$ cat src/rtl/nibble_serial_adder.sv
// Nibble-serial adder: adds two 4*NIBBLES-bit operands plus carry-in, one
// 4-bit ripple slice per clock, then reports sum, carry-out and signed overflow.
module nibble_serial_adder #(
    parameter int NIBBLES = 4
) (
    input  logic                   clock,
    input  logic                   reset,
    input  logic                   start,
    input  logic [4*NIBBLES-1:0]   a,
    input  logic [4*NIBBLES-1:0]   b,
    input  logic                   c_in,
    output logic                   busy,
    output logic                   done,
    output logic [4*NIBBLES-1:0]   sum,
    output logic                   c_out,
    output logic                   overflow
);

    localparam int W     = 4 * NIBBLES;
    localparam int IDX_W = (NIBBLES > 1) ? $clog2(NIBBLES) : 1;
    localparam logic [IDX_W-1:0] LAST_IDX = IDX_W'(NIBBLES - 1);

    typedef enum logic [1:0] {
        IDLE,
        ADD,
        DONE
    } state_t;

    state_t           state;
    logic [W-1:0]     a_q;
    logic [W-1:0]     b_q;
    logic             carry;
    logic [IDX_W-1:0] idx;

    logic [3:0]       a_nib;
    logic [3:0]       b_nib;
    logic [4:0]       nib_full;
    logic [3:0]       low_full;
    logic             msb_carry_in;

    // NOTE: every variable driven here gets a value on every path, so no latch is inferred.
    always_comb begin
        a_nib        = a_q[4*idx +: 4];
        b_nib        = b_q[4*idx +: 4];
        nib_full     = {1'b0, a_nib} + {1'b0, b_nib} + {4'b0, carry};
        // Carry into bit 3 of the slice; only meaningful for the top nibble's overflow.
        low_full     = {1'b0, a_nib[2:0]} + {1'b0, b_nib[2:0]} + {3'b0, carry};
        msb_carry_in = low_full[3];
    end

    // NOTE: sequential state uses non-blocking assignments so all registers update together.
    always_ff @(posedge clock) begin
        if (reset) begin
            state    <= IDLE;
            busy     <= 1'b0;
            done     <= 1'b0;
            sum      <= '0;
            c_out    <= 1'b0;
            overflow <= 1'b0;
            idx      <= '0;
            carry    <= 1'b0;
            a_q      <= '0;
            b_q      <= '0;
        end else begin
            case (state)
                IDLE: begin
                    if (start) begin
                        a_q   <= a;
                        b_q   <= b;
                        carry <= c_in;
                        idx   <= '0;
                        sum   <= '0;
                        busy  <= 1'b1;
                        state <= ADD;
                    end
                end
                ADD: begin
                    sum[4*idx +: 4] <= nib_full[3:0];
                    carry           <= nib_full[4];
                    idx             <= idx + IDX_W'(1);
                    if (idx == LAST_IDX) begin
                        c_out    <= nib_full[4];
                        overflow <= msb_carry_in ^ nib_full[4];
                        busy     <= 1'b0;
                        done     <= 1'b1;
                        state    <= DONE;
                    end
                end
                DONE: begin
                    done  <= 1'b0;
                    state <= IDLE;
                end
                default: begin
                    busy  <= 1'b0;
                    done  <= 1'b0;
                    state <= IDLE;
                end
            endcase
        end
    end

endmodule

$ cat config.mk
export PLATFORM = sky130hd
export DESIGN_NAME = nibble_serial_adder
export DESIGN_NICKNAME = d
export VERILOG_FILES = /design/src/rtl/nibble_serial_adder.sv
export SDC_FILE = /design/constraint.sdc
export NUM_CORES = 1
export LEC_CHECK = 0
export ABC_AREA = 1
export ABC_CLOCK_PERIOD_IN_PS = 3100
export CORE_MARGIN = 2
export CORE_UTILIZATION = 35
export DETAILED_ROUTE_END_ITERATION = 10
export HOLD_SLACK_MARGIN = 0.06
export PLACE_DENSITY = 0.62
export SYNTH_ARGS = -nofsm -noshare
export SYNTH_HDL_FRONTEND = slang
export SYNTH_SLANG_ARGS = --single-unit
$ cat constraint.sdc
create_clock -name clock -period 3.1 [get_ports clock]
set_clock_uncertainty 0.15 [all_clocks]
set_input_delay 0.31 -clock clock [delete_from_list [all_inputs] [get_ports clock]]
set_output_delay 0.31 -clock clock [all_outputs]
set_load 0.05 [all_outputs]
Yosys cells after proc, flatten, opt, wreduce, memory -nomap -nowiden
Cells that the tools add are included.
{"block": "op_classes", "addsub": 6, "multipliers": 0, "div_mod_pow": 0, "order_cmp": 0, "eq_ne": 5, "n_shift": 4, "n_mux": 15, "bitwise_logic": 3, "n_reduce_logical": 8}
{"operator": "negation 4 -> 34 bit", "n": 1}
{"operator": "variable shift 4 x 34 -> 16 bit, first input constant", "n": 1}
{"operator": "variable part select 4 x 34 -> 16 bit", "n": 1}
{"operator": "one-hot mux 16 bit (2 select lines)", "n": 1}
{"operator": "variable part select 16 x 5 -> 4 bit", "n": 2}
{"operator": "bitwise mux 16 bit", "n": 1}
{"operator": "2-to-1 mux 16 bit", "n": 1}
{"operator": "AND reduction 2 bit", "n": 5}
{"operator": "one-hot mux 2 bit (2 select lines)", "n": 2}
{"operator": "2-to-1 mux 2 bit", "n": 3}
{"operator": "adder 4 x 4 -> 5 bit", "n": 1}
{"operator": "adder 5 x 1 -> 5 bit", "n": 1}
{"operator": "adder 3 x 3 -> 4 bit", "n": 1}
{"operator": "adder 4 x 1 -> 4 bit", "n": 1}
{"operator": "== test 2 bit, second input constant", "n": 2}
{"operator": "2-to-1 mux 1 bit", "n": 4}
{"operator": "inequality test 2 bit, second input constant", "n": 2}
{"operator": "one-hot mux 1 bit (2 select lines)", "n": 2}
{"operator": "one-hot mux 1 bit (3 select lines)", "n": 1}
{"operator": "AND reduction 3 bit", "n": 1}
{"operator": "adder 2 x 1 -> 2 bit, second input constant", "n": 1}
{"operator": "== test 2 x 1 -> 1 bit, second input constant", "n": 1}
{"operator": "zero test 2 bit", "n": 1}
{"operator": "inverter 1 bit", "n": 2}
{"operator": "2 further kinds", "n": 2}
{"block": "totals", "reg_bits": 57, "latchBits": 0, "ramBits": 0, "mem_bits_ro": 0, "input_bits": 36, "output_inout_bits": 20, "elab_cells": 51, "mem_count": 0}

Longest topological paths before layout
{"block": "logic_depth", "ltp_word": 6, "mapped_depth": 13, "mapped_depth_nobuf": 12}

Worst setup path before layout
Ideal clock, no wire load.
{"block": "synth_timing", "path_kind": "register to register", "from": "register idx[1]", "to": "register sum[14]", "setup_ps": 65, "arrival_ps": 2246, "required_ps": 2885, "path_slack_ps": 639, "path_stages_with_launch": 12, "n_path_buf": 1, "synth_period_minus_slack_ps": 2461, "cell_sequence": "dfxtp_1 -> clkbuf_1 -> inv_1 -> o21ai_0 -> o22ai_1 -> fa_1 -> fa_1 -> xor2_1 -> nand2_1 -> nor2_1 -> a22oi_1 -> nor2_1"}
{"block": "synth_between", "elab_chain_len": 6, "word_cells_on_any_way": 9, "cone_classes": "add/sub: 3; shift: 4; mux: 2"}
{"item": "start, declared", "line": "33", "text": "logic [IDX_W-1:0] idx;"}
{"item": "start signal, assigned", "line": "80", "text": "idx <= idx + IDX_W'(1);"}
{"item": "variable part select 16 x 5 -> 4 bit (on tied branches)", "line": "43, 44"}
{"item": "adder 4 x 4 -> 5 bit", "line": "45", "text": "nib_full = {1'b0, a_nib} + {1'b0, b_nib} + {4'b0, carry};"}
{"item": "adder 5 x 1 -> 5 bit", "line": "45"}
{"item": "variable part select 4 x 34 -> 16 bit", "line": "78", "text": "sum[4*idx +: 4] <= nib_full[3:0];"}
{"item": "bitwise mux 16 bit (*)", "line": "78"}
{"item": "one-hot mux 16 bit (2 select lines) (*)", "line": "65", "text": "case (state)"}
{"item": "end signal, assigned by index", "line": "78"}
{"item": "end, declared", "line": "14", "text": "output logic [4*NIBBLES-1:0] sum,"}
Mark *: on every way between the ends. The rest lies on a longest branch, timed or not.
A chain may end at the register's enable or synchronous reset.

Worst setup path in the final report
{"block": "layout_timing", "from": "register idx[1]", "to": "register sum[6]"}
The elaborated chain is that of the path after synthesis.

==> qor.yml <==
ys.flop_type: "dfxtp_1"
timing.hold.ws_ns: 0.313
synth.net_count: 383
clockBufferDepth: 2
viasPerCell: 4.65
wl_met1_um: 2720
synthArstFlopShare_pct: 0
hold_violations: 0
fin_crit_sh_pct: 88.2
highest_layer: "met4"
place_ws_ns: 0.388
setup-tns-final_ns: 0
yosys-top-cells-count: "87 x nor2_1, 57 x dfxtp_1, 52 x o21ai_0, 45 x nand2_1, 22 x a21oi_1"
die_w_um: 88.4
overflow: 0
fin_ws_ns: 0.366
clk_latency_ns: 0.34
clk_pin_slew_worst_paths_ns: 0.06
die_height_um: 88.4
synth_edf_count: 0
slew_headroom_pct: 51.0
crit_path_start_kind: "flop"
cts-root-buf: "clkbuf_8"
fp.dieArea_mm2: 0.00781
areaGrowthSynthToFinish_pct: 30.8
synth_top_area_share_pct: 45.8
yosys-top-cells-area: "dfxtp_1 46%, nor2_1 13%, o21ai_0 10%"
hold_buffers: 0
num_rows: 30
antenna_found_initial: 0
grt_pass1_wl_um: 9370
cts.repair_timing.setup_buffer_count: 0
syn_avg_cell_area_um2: 7.37
synth_adder_area_share_pct: 5.12
finalSetupViolCount: 0
fin_nets: 435
synthMuxAreaShare_pct: 0
grt_usage_pct: 15.9
yosys.area_share.simple_pct: 24.7
met2_length_um: 2570
first_iter_violations: 82
slew_viol_final: 0
grt_max_degree: 36
cts-htree-levels: 3
hp-class: "flop to flop"
worst-path-max-fanout: 12
io_buffers: 55
yosysMostFrequentCell: "nor2_1"
vias: 2278
hpwl_um: 4170
p_per_area_mw_per_mm2: 523
synth-xor-area-share_pct: 0.352
synth_top_family_by_area: "simple AND/OR/NAND/NOR gates"
cts_buffers: 9
firstDrtPassIters: 4
period_minus_slack_ns: 2.73
diodes: 0
yosys.cell_types.count: 23
cts-resized-gates: 0
ir_drop_uv: 235
routabilityCongestion: 0.886
wl_um: 5710
rsz0062_at_grt: "false"
place_area_mm2: 0.00310
critPathRequiredTime_ns: 3.23
timing.fmax_mhz: 366
initial_utilization_pct: 36.5
wire_per_inst_um: 11.7
ys_seq_area_share_pct: 45.8
cts_num_sinks: 57
cap_viol_max_count: 0
ioPinCount: 56
status: "complete, no violations"
synth_cells: 338
grt_pass1_vias: 2107
p_leak_nw: 1.29
worst_ep_arrival_time_ns: 2.87
final_cell_area_mm2: 0.00326
worst_pin_slew_ns: 0.733
drcViolationCount: 0
yosys_warnings: 0
netlist_area_mm2: 0.00249
synth-compound-area-share_pct: 17.7
tritoncts: "yes"
drive_gt1_share_pct: 6.35
antenna_left: 0
route.met3.wl_um: 301
path_class: "flop to flop"
core_area_mm2: 0.00683
yosysTopAreaCell: "dfxtp_1"
end_kind: "flop"
ys_seq_elements: 57
[critical path: stages (launching register included)]
cell     delay (ns)
dfxtp_1        0.53
inv_1          0.23
o21ai_0        0.14
o22ai_1        0.12
fa_1           0.45
fa_1           0.41
xor2_1         0.27
nand2_1        0.08
nor2_1         0.13
a22oi_1        0.08
nor2_1         0.08
[cell type report]
class / count / area (um2)
Inverter: 17 / 68.8
Multi-Input combinational cell: 246 / 1190
Sequential cell: 57 / 1140
Timing Repair Buffer: 59 / 581
Clock buffer: 15 / 156
Fill cell: 746 / 3570
Tap cell: 96 / 120
[per-layer routing]
metal  vias up  global-route usage, %
met1      1001                   18.9
met2        56                   25.8
met5         -                      0
met3        12                   5.32
li1       1209                      -
met4         0                   7.85
[worst paths after layout]
path / to / startpoint / cells after the start / slack [ns]
max: sum[6] / idx[1] / 10 / 0.37
min: sum[4] / sum[4] / 2 / 0.31
max reg2reg: sum[6] / idx[1] / 10 / 0.37
min reg2reg: sum[4] / sum[4] / 2 / 0.31
[state kept, by name (all words and copies together) (netlist names)]
| signal | flops |
|---|---|
| c_out | 1 |
| sum | 16 |
| busy | 1 |
| state | 2 |
| done | 1 |
| overflow | 1 |
| idx | 2 |
| b_q | 16 |
| a_q | 16 |
| carry | 1 |
[power breakdown]
part	leakage, nW	internal, W	switching, W
Combinational	0.748	0.000129	0.000193
Sequential	0.468	0.000778	0.0000260
Clock	0.0778	0.000309	0.000271
[cells by family (layout without fill, tap and decap cells)]
| group | Yosys count | after routing |
|---|---|---|
| xor gates and xnor gates | 1 | 1 |
| and+or+nand+nor | 151 | 151 |
| buffers and inverters | 35 | 91 |
| DFF | 57 | 57 |
| adders and majority gates | 9 | 9 |
| AOI/OAI and AO/OA | 85 | 85 |
[cell usage in the layout (no fill, tap or decap)]
| master | Yosys | routed |
|---|---|---|
| clkbuf_1 | 9 | 5 |
| clkbuf_8 | 0 | 10 |
| nand2_1 | 45 | 45 |
| buf_4 | 4 | 4 |
| nand2_4 | 1 | 1 |
| nand3_1 | 7 | 7 |
| fa_1 | 2 | 2 |
| nor2_1 | 87 | 87 |
| inv_1 | 15 | 15 |
| a22oi_1 | 2 | 2 |
| nand4_1 | 3 | 3 |
| nor3_2 | 1 | 1 |
| o22ai_1 | 8 | 8 |
| clkdlybuf4s50_1 | 0 | 55 |
| xor2_1 | 1 | 1 |
| o21ai_0 | 52 | 52 |
| nand2_2 | 2 | 2 |
| or2_2 | 1 | 1 |
| dfxtp_1 | 57 | 57 |
| nor2_2 | 4 | 4 |
| inv_4 | 2 | 2 |
| ha_1 | 7 | 7 |
| a21oi_1 | 22 | 22 |
| a31oi_1 | 1 | 1 |
[metrics by stage]
stage | instances | utilization, % | total power (W)
4_1_cts | 490 | 47.7 | 0.00172
6_report | 490 | 47.7 | 0.00171
3_3_place_gp | 475 | 45.4 | 0.00114
2_1_floorplan | 338 | - | 0.00103
5_1_grt | 490 | 47.7 | 0.00179
3_5_place_dp | 475 | 45.4 | 0.00114
No activity file was read; power rests on OpenSTA's default activity.
